### src/rtl/pipe_pkg.sv
// Shared definitions for the in-order core's pipeline-boundary registers.
// Holds the bubble encoding, default field widths and the {pc4, inst} payload type.
package pipe_pkg;

    localparam int          PC_W_DEF   = 32;
    localparam int          INST_W_DEF = 32;
    localparam logic [31:0] NOP_INST   = 32'h0000_0013;

    typedef struct packed {
        logic [PC_W_DEF-1:0]   pc4;
        logic [INST_W_DEF-1:0] inst;
    } pipe_beat_t;

    function automatic pipe_beat_t bubble_beat();
        pipe_beat_t b;
        b.pc4  = '0;
        b.inst = NOP_INST;
        return b;
    endfunction

endpackage

### src/rtl/pipe_stage_reg_if.sv
// Handshake and payload bundle for one pipeline-stage register.
// The slave modport is the stage itself; the master modport is the surrounding environment.
interface pipe_stage_reg_if
    import pipe_pkg::*;
#(
    parameter int PC_W   = PC_W_DEF,
    parameter int INST_W = INST_W_DEF
);

    logic              flush_i;
    logic              in_valid_i;
    logic              in_ready_o;
    logic [PC_W-1:0]   in_pc4_i;
    logic [INST_W-1:0] in_inst_i;
    logic              out_valid_o;
    logic              out_ready_i;
    logic [PC_W-1:0]   out_pc4_o;
    logic [INST_W-1:0] out_inst_o;

    modport slave (
        input  flush_i, in_valid_i, in_pc4_i, in_inst_i, out_ready_i,
        output in_ready_o, out_valid_o, out_pc4_o, out_inst_o
    );

    modport master (
        output flush_i, in_valid_i, in_pc4_i, in_inst_i, out_ready_i,
        input  in_ready_o, out_valid_o, out_pc4_o, out_inst_o
    );

endinterface

### src/rtl/pipe_skid_buf.sv
// Single skid entry with its own valid bit; clear takes priority over load.
// Only instantiated when PIPE_STAGE_SKID_EN is defined.
module pipe_skid_buf
    import pipe_pkg::*;
#(
    parameter int W = PC_W_DEF + INST_W_DEF
) (
    input  logic         clk,
    input  logic         rst_n,
    input  logic         i_load,
    input  logic         i_clear,
    input  logic [W-1:0] i_data,
    output logic         o_valid,
    output logic [W-1:0] o_data
);

    logic         r_valid;
    logic [W-1:0] r_data;

    always_ff @(posedge clk or negedge rst_n) begin
        if (!rst_n) begin
            r_valid <= 1'b0;
            r_data  <= '0;
        end else if (i_clear) begin
            r_valid <= 1'b0;
            r_data  <= '0;
        end else if (i_load) begin
            r_valid <= 1'b1;
            r_data  <= i_data;
        end
    end

    assign o_valid = r_valid;
    assign o_data  = r_data;

endmodule

### src/rtl/pipe_stage_reg.sv
// Pipeline-boundary register carrying {pc4, inst} with stall and flush-to-bubble.
// Define PIPE_STAGE_SKID_EN to add a skid entry so in_ready_o comes from a flop.
module pipe_stage_reg
    import pipe_pkg::*;
#(
    parameter int                PC_W     = PC_W_DEF,
    parameter int                INST_W   = INST_W_DEF,
    parameter logic [INST_W-1:0] NOP_INST = INST_W'(pipe_pkg::NOP_INST)
) (
    input logic               clk,
    input logic               rst_n,
    pipe_stage_reg_if.slave   bus
);

    logic [PC_W-1:0]        r_pc4;
    logic [INST_W-1:0]      r_inst;
    logic                   w_outValid;
    logic                   w_inReady;
    logic                   w_accept;
    logic                   w_emit;
    logic                   w_mainLoad;
    logic                   w_mainClear;
    logic [PC_W+INST_W-1:0] w_mainData;

    assign w_accept = bus.in_valid_i & w_inReady;
    assign w_emit   = w_outValid & bus.out_ready_i;

`ifdef PIPE_STAGE_SKID_EN
    localparam logic [1:0] ST_EMPTY = 2'd0;
    localparam logic [1:0] ST_ONE   = 2'd1;
    localparam logic [1:0] ST_TWO   = 2'd2;

    logic [1:0]             r_state;
    logic [1:0]             w_nextState;
    logic                   w_skidLoad;
    logic                   w_skidClear;
    logic                   w_skidValid;
    logic [PC_W+INST_W-1:0] w_skidData;

    pipe_skid_buf #(.W(PC_W + INST_W)) u_skid (
        .clk     (clk),
        .rst_n   (rst_n),
        .i_load  (w_skidLoad),
        .i_clear (w_skidClear),
        .i_data  ({bus.in_pc4_i, bus.in_inst_i}),
        .o_valid (w_skidValid),
        .o_data  (w_skidData)
    );

    // Ready depends only on the skid flop (and flush), never on out_ready_i.
    assign w_inReady  = ~w_skidValid | bus.flush_i;
    assign w_outValid = (r_state != ST_EMPTY);

    always_comb begin
        w_nextState = r_state;
        w_skidLoad  = 1'b0;
        w_skidClear = bus.flush_i;
        w_mainLoad  = 1'b0;
        w_mainClear = bus.flush_i;
        w_mainData  = {bus.in_pc4_i, bus.in_inst_i};
        if (bus.flush_i) begin
            w_nextState = ST_EMPTY;
        end else begin
            case (r_state)
                ST_EMPTY: begin
                    if (w_accept) begin
                        w_nextState = ST_ONE;
                        w_mainLoad  = 1'b1;
                    end
                end
                ST_ONE: begin
                    if (w_accept && w_emit) begin
                        w_mainLoad = 1'b1;
                    end else if (w_accept) begin
                        w_nextState = ST_TWO;
                        w_skidLoad  = 1'b1;
                    end else if (w_emit) begin
                        w_nextState = ST_EMPTY;
                        w_mainClear = 1'b1;
                    end
                end
                ST_TWO: begin
                    if (w_emit) begin
                        w_nextState = ST_ONE;
                        w_skidClear = 1'b1;
                        w_mainLoad  = 1'b1;
                        w_mainData  = w_skidData;
                    end
                end
                default: begin
                    w_nextState = ST_EMPTY;
                    w_mainClear = 1'b1;
                end
            endcase
        end
    end

    always_ff @(posedge clk or negedge rst_n) begin
        if (!rst_n) begin
            r_state <= ST_EMPTY;
        end else begin
            r_state <= w_nextState;
        end
    end
`else
    logic r_valid;

    assign w_inReady   = ~r_valid | bus.out_ready_i | bus.flush_i;
    assign w_outValid  = r_valid;
    assign w_mainLoad  = w_accept;
    assign w_mainClear = bus.flush_i | (w_emit & ~w_accept);
    assign w_mainData  = {bus.in_pc4_i, bus.in_inst_i};

    always_ff @(posedge clk or negedge rst_n) begin
        if (!rst_n) begin
            r_valid <= 1'b0;
        end else if (w_mainClear) begin
            r_valid <= 1'b0;
        end else if (w_mainLoad) begin
            r_valid <= 1'b1;
        end
    end
`endif

    // Payload is forced to the bubble whenever the stage is empty.
    always_ff @(posedge clk or negedge rst_n) begin
        if (!rst_n) begin
            r_pc4  <= '0;
            r_inst <= NOP_INST;
        end else if (w_mainClear) begin
            r_pc4  <= '0;
            r_inst <= NOP_INST;
        end else if (w_mainLoad) begin
            r_pc4  <= w_mainData[PC_W+INST_W-1:INST_W];
            r_inst <= w_mainData[INST_W-1:0];
        end
    end

    assign bus.in_ready_o  = w_inReady;
    assign bus.out_valid_o = w_outValid;
    assign bus.out_pc4_o   = r_pc4;
    assign bus.out_inst_o  = r_inst;

endmodule

### src/flat_wrapper.sv
// flat-port wrapper written by rule: the top's interface ports become plain ports
module pipe_stage_reg_flat import pipe_pkg::*;
#(
    parameter int                PC_W     = PC_W_DEF,
    parameter int                INST_W   = INST_W_DEF,
    parameter logic [INST_W-1:0] NOP_INST = INST_W'(pipe_pkg::NOP_INST)
)
  (clk, rst_n, bus_flush_i, bus_in_valid_i, bus_in_pc4_i, bus_in_inst_i, bus_out_ready_i, bus_in_ready_o, bus_out_valid_o, bus_out_pc4_o, bus_out_inst_o);
  pipe_stage_reg_if #(.PC_W(PC_W), .INST_W(INST_W)) bus_i ();
  input logic clk;
  input logic rst_n;
  input wire logic [$bits(bus_i.flush_i)-1:0] bus_flush_i;
  input wire logic [$bits(bus_i.in_valid_i)-1:0] bus_in_valid_i;
  input wire logic [$bits(bus_i.in_pc4_i)-1:0] bus_in_pc4_i;
  input wire logic [$bits(bus_i.in_inst_i)-1:0] bus_in_inst_i;
  input wire logic [$bits(bus_i.out_ready_i)-1:0] bus_out_ready_i;
  output wire logic [$bits(bus_i.in_ready_o)-1:0] bus_in_ready_o;
  output wire logic [$bits(bus_i.out_valid_o)-1:0] bus_out_valid_o;
  output wire logic [$bits(bus_i.out_pc4_o)-1:0] bus_out_pc4_o;
  output wire logic [$bits(bus_i.out_inst_o)-1:0] bus_out_inst_o;
  assign bus_i.flush_i = bus_flush_i;
  assign bus_i.in_valid_i = bus_in_valid_i;
  assign bus_i.in_pc4_i = bus_in_pc4_i;
  assign bus_i.in_inst_i = bus_in_inst_i;
  assign bus_i.out_ready_i = bus_out_ready_i;
  assign bus_in_ready_o = bus_i.in_ready_o;
  assign bus_out_valid_o = bus_i.out_valid_o;
  assign bus_out_pc4_o = bus_i.out_pc4_o;
  assign bus_out_inst_o = bus_i.out_inst_o;
  pipe_stage_reg #(.PC_W(PC_W), .INST_W(INST_W), .NOP_INST(NOP_INST)) u_core (.clk(clk), .rst_n(rst_n), .bus(bus_i));
endmodule
### config.mk
export PLATFORM = sky130hd
export DESIGN_NAME = pipe_stage_reg_flat
export DESIGN_NICKNAME = d
export VERILOG_FILES = /design/src/rtl/pipe_pkg.sv /design/src/rtl/pipe_stage_reg_if.sv /design/src/rtl/pipe_skid_buf.sv /design/src/rtl/pipe_stage_reg.sv /design/src/flat_wrapper.sv
export SDC_FILE = /design/constraint.sdc
export NUM_CORES = 1
export LEC_CHECK = 0
export BUFFER_PORTS_ARGS = -buffer_cell sky130_fd_sc_hd__buf_4
export CORE_ASPECT_RATIO = 1.1
export CORE_MARGIN = 2
export CORE_UTILIZATION = 38
export DETAILED_ROUTE_END_ITERATION = 7
export PLACE_DENSITY = 0.65
export SYNTH_ARGS = -nofsm -noshare
export SYNTH_HDL_FRONTEND = slang
export SYNTH_SLANG_ARGS = --single-unit
### constraint.sdc
create_clock -name clk -period 1.59 [get_ports clk]
set_input_delay 0.2385 -clock clk [delete_from_list [all_inputs] [get_ports clk]]
set_output_delay 0.2385 -clock clk [all_outputs]
set_load 0.05 [all_outputs]
# Word level (Yosys, flattened, before mapping)
# Cells that the tools add are included.
# op_classes
n_reduce_logical,1
n_bitwise,8
muxes,6
# ops
operator,count
$mux W32,4
$and A1 B1 Y1,3
$or A1 B1 Y1,3
$mux W1,2
$not A1 Y1,2
$reduce_bool A2 Y1,1
# word_totals
word_cells,18
reg_bits,65

# Longest topological paths before layout
# logic_depth
ltp_word,8
mapped_depth,4
mapped_depth_nobuf,2

# Worst setup path before layout
# OpenSTA, ideal clock, no wires.
# synth_timing
path_kind,flip-flop to output port
start,"register u_core.r_valid, in the netlist u_core.bus.out_valid_o"
end,output port bus_in_ready_o
path_buffers,1
t_arrival_ns,1.356
slack_ns,-0.005
required_ns,1.351
stages_incl_launch_ff,4
cell_sequence,dfrtp_1 > nor2b_4 > buf_6 > nand2b_1
# synth_between
elab_chain_cells,3
# synth_rtl
element,line,source
"start, declared",pipe_stage_reg.sv:106,logic r_valid;
"start signal, assigned",pipe_stage_reg.sv:116,r_valid <= 1'b0;
"start signal, assigned",pipe_stage_reg.sv:118,r_valid <= 1'b0;
"start signal, assigned",pipe_stage_reg.sv:120,r_valid <= 1'b1;
$not A1 Y1,pipe_stage_reg.sv:108,assign w_inReady = ~r_valid | bus.out_ready_i | bus.flush_i;
$or A1 B1 Y1 (2 in a row),pipe_stage_reg.sv:108,
"end, declared",flat_wrapper.sv:17,output wire logic [$bits(bus_i.in_ready_o)-1:0] bus_in_ready_o;
# Every way passes these cells.

# Worst setup path in the final report
# Same ends and word-level chain as after synthesis.

==> key figures <==
Global route
  • GRT Total Usage: 17.1%
  • First-pass GRT wire length: 14.6 mm
  • Largest net degree at the start of global routing: 50
  • Total congestion overflow: 0
  • Initial antenna violation count: 0
  • Vias in the first global route: 2,901

Timing
  • Final Critical Period: 1.53 ns
  • Setup TNS: 0 ns
  • Fmax: 655 MHz
  • Worst clock skew: 0.00769 ns
  • Hold Fails Final Rpt: 0
  • Final setup margin: 0.0644 ns
  • Slew @ Worst Pin: 0.449 ns
  • Worst relative slew slack: 70.1%
  • Fin. max-slew vios: 0
  • RSZ-0062 raised after global routing: false
  • Setup-failing EPs final: 0
  • Final period utilization: 96.0%

Die
  • Core box area: 9440 um2
  • Die Width: 98.6 um
  • Boundary Pins: 135
  • Area of the die: 10,600 um2
  • Die Y: 108 um
  • Initial core utilization: 39.6%
  • FP Rows: 37

Worst setup path
  • Critical path fanouts, max: 5
  • CP bufs+invs: 1
  • Worst Setup Path Type: reg2out
  • Slowest cell on crit path: dfrtp_2
  • Crit. End Element: output pin
  • Max incr delay on CP: 0.42 ns
  • Register-to-Register Path Depth: 3
  • Worst-path cell chain: nor2b_4 -> nand2b_1 -> buf_4
  • CP Launch Type: register
  • CP Depth: 3
  • Critical Path AT: 1.29 ns
  • Worst R2R Setup Slack: 0.33 ns
  • Crit path max-delay family: flip-flops
  • Worst Path Required: 1.35 ns

Clock network
  • Clock tree buffer depth: 2
  • CTS resizes: 0
  • Cts hold-fix bufs: 1
  • Total CTS buffers: 9
  • Post-CTS Setup Bufs: 0
  • Clock Latency Late Sink: 0.34 ns
  • Clock root cell: clkbuf_8
  • H-tree depth: 3
  • CTS tree: yes
  • Clk slew on worst S/H paths: 0.07 ns
  • Clock tree sinks: 65

Power and ir drop
  • Pint: 0.00299 W
  • Switching Fraction: 31.9%
  • Static Leak: 2.16 nW
  • Worst IR Drop VDD: 0.000404 V
  • PwrDens: 877 nW/um2
  • Logic pwr share: 27.2%
  • Sequential power share: 41.3%
  • Clk network pwr share: 31.6%
  • P_sw: 0.00140 W

Synthesis
  • Number of synthesized flops with an enable pin: 0
  • Post-synth top area cell: dfrtp_1
  • Total nets after synthesis: 366
  • Seq/Total Area, Yosys: 43.6%
  • Netlist cell types: 17
  • FFs w/ async S/R, synth: 100%
  • Synth Warn #: 0
  • Mapped Area: 3740 um2
  • Cell count after synthesis: 297
  • Ys flop type: dfrtp_1
  • Yosys top cell area share: 41.5%
  • Synth Register Bits: 65
  • Avg Cell Area, Syn: 12.6 um2
  • Synth area leaders: dfrtp_1 42%, o32ai_2 26%, nand2b_1 21%

Final layout
  • P&R area growth vs syn: 33.9%
  • Fillers: 891
  • Diode count: 0
  • Sequential cell area: 1630 um2
  • Area of the multi-input gates: 1850 um2
  • Fin nets: 489
  • Layout cells sized above 1: 52.7%

Run
  • Max_cap viols: 0

Drt
  • First DRT Iteration DRCs: 79
  • # DRC: 0
  • DR WL/cell: 16.5 um
  • Vias per inst: 5.09
  • Post-route ant nets: 0
  • Pre-Repair DR Iteration Count: 4
  • Total number of vias: 2,757
  • Routed WL: 8.96 mm

Placement
  • Detailed placement HPWL: 6.06 mm
  • Count of buffers from port buffering: 134
  • Gp weighted congestion: 0.724
  • Dpl ws: 0.325 ns

Min path
  • Hold Crit Class: in2reg
  • Hold depth: 2

Run status
  • Status: completed
per-stage QoR:
stage / hold slack, ns / power (W) / cell area [um2] / std cells / util [%]
2_1_floorplan: -0.0571 / 0.00264 / 3740 / 297 / -
3_3_place_gp: 0.213 / 0.00304 / 4810 / 525 / 50.9
3_5_place_dp: 0.216 / 0.00305 / 4810 / 525 / 50.9
4_1_cts: 0.0996 / 0.00446 / 5000 / 542 / 53.0
5_1_grt: 0.121 / 0.00459 / 5000 / 542 / 53.0
6_report: 0.124 / 0.00439 / 5000 / 542 / 53.0
kinds of logic (layout without fill, tap and decap cells):
family                 Yosys count  in the layout  share of synthesized area (%)
flip-flops                      65             65                           43.6
AO/OA/AOI/OAI                   65             65                           27.2
AND/OR/NAND/NOR                131            131                           21.8
buffers and inverters           34            162                           6.76
multiplexers                     2              2                          0.669
cells in the mapped netlist (3+ instances only):
library cell / instances
clkbuf_1: 12
a32oi_1: 3
nor2_1: 6
dfstp_2: 3
nand2b_1: 123
o32ai_2: 60
dfrtp_1: 62
buf_6: 13
buf_4: 7
cell usage in the layout, fill, tap and decap left out:
cell type	instances
buf_4	137
nand2b_1	123
dfrtp_1	61
o32ai_2	60
clkbuf_8	10
buf_12	7
nor2_1	6
clkinv_2	3
a32oi_1	3
clkbuf_1	3
dfstp_2	3
nor2b_4	1
mux2_4	1
or2b_1	1
mux2i_1	1
a21oi_1	1
o32ai_1	1
bufinv_16	1
dlygate4sd3_1	1
dfrtp_2	1
routing by layer:
metal  vias up  routed length (um)  part of all wire (%)  global-route usage [%]
met5         -                   0                     0                       0
met4         0                 150                   1.7                    7.05
met3        10                 443                   4.9                    3.23
met2        72                4500                    50                    28.6
met1      1365                3860                    43                    22.0
li1       1310                   -                     -                       -
final timing paths:
check | start | end
max in group asynchronous | rst_n | u_core.bus.out_inst_o[22]$_DFFE_PN0P_
worst min-delay path | bus_in_valid_i | u_core.bus.out_inst_o[1]$_DFFE_PN1P_
worst max register to register | u_core.bus.out_valid_o$_DFFE_PN0P_ | u_core.bus.out_inst_o[31]$_DFFE_PN0P_
worst min register to register | u_core.bus.out_inst_o[1]$_DFFE_PN1P_ | u_core.bus.out_inst_o[1]$_DFFE_PN1P_
worst max-delay path | u_core.bus.out_valid_o$_DFFE_PN0P_ | bus_in_ready_o
min in group asynchronous | rst_n | u_core.bus.out_inst_o[24]$_DFFE_PN0P_
flip-flops by register name, indices dropped and copies added (netlist names):
register                flops
u_core.bus.out_valid_o      1
u_core.bus.out_pc4_o       32
u_core.bus.out_inst_o      32
power groups by stage:
stage | logic [W] | clock network (W) | registers (W)
global placement | 0.00120 | 0 | 0.00184
CTS | 0.00121 | 0.00143 | 0.00181
detailed placement | 0.00121 | 0 | 0.00184
floorplan | 0.000460 | 0 | 0.00218
finish | 0.00119 | 0.00139 | 0.00181
global route | 0.00126 | 0.00150 | 0.00182
layout make-up:
| type | count | area share (%) |
|---|---|---|
| clock inverters | 3 | 0.800 |
| well taps | 117 | 2.92 |
| clock buffers | 13 | 2.98 |
| repair buffers | 145 | 23.5 |
| multi-input cells | 198 | 37.1 |
| inverters | 1 | 0.100 |
| flip-flops and latches | 65 | 32.6 |
worst register-to-register path, cell delays in order, from the launching register on:
cell     delay [ns]
dfrtp_2        0.44
mux2_4         0.23
buf_4          0.32
o32ai_2        0.13
No activity file was read; power rests on OpenSTA's default activity.
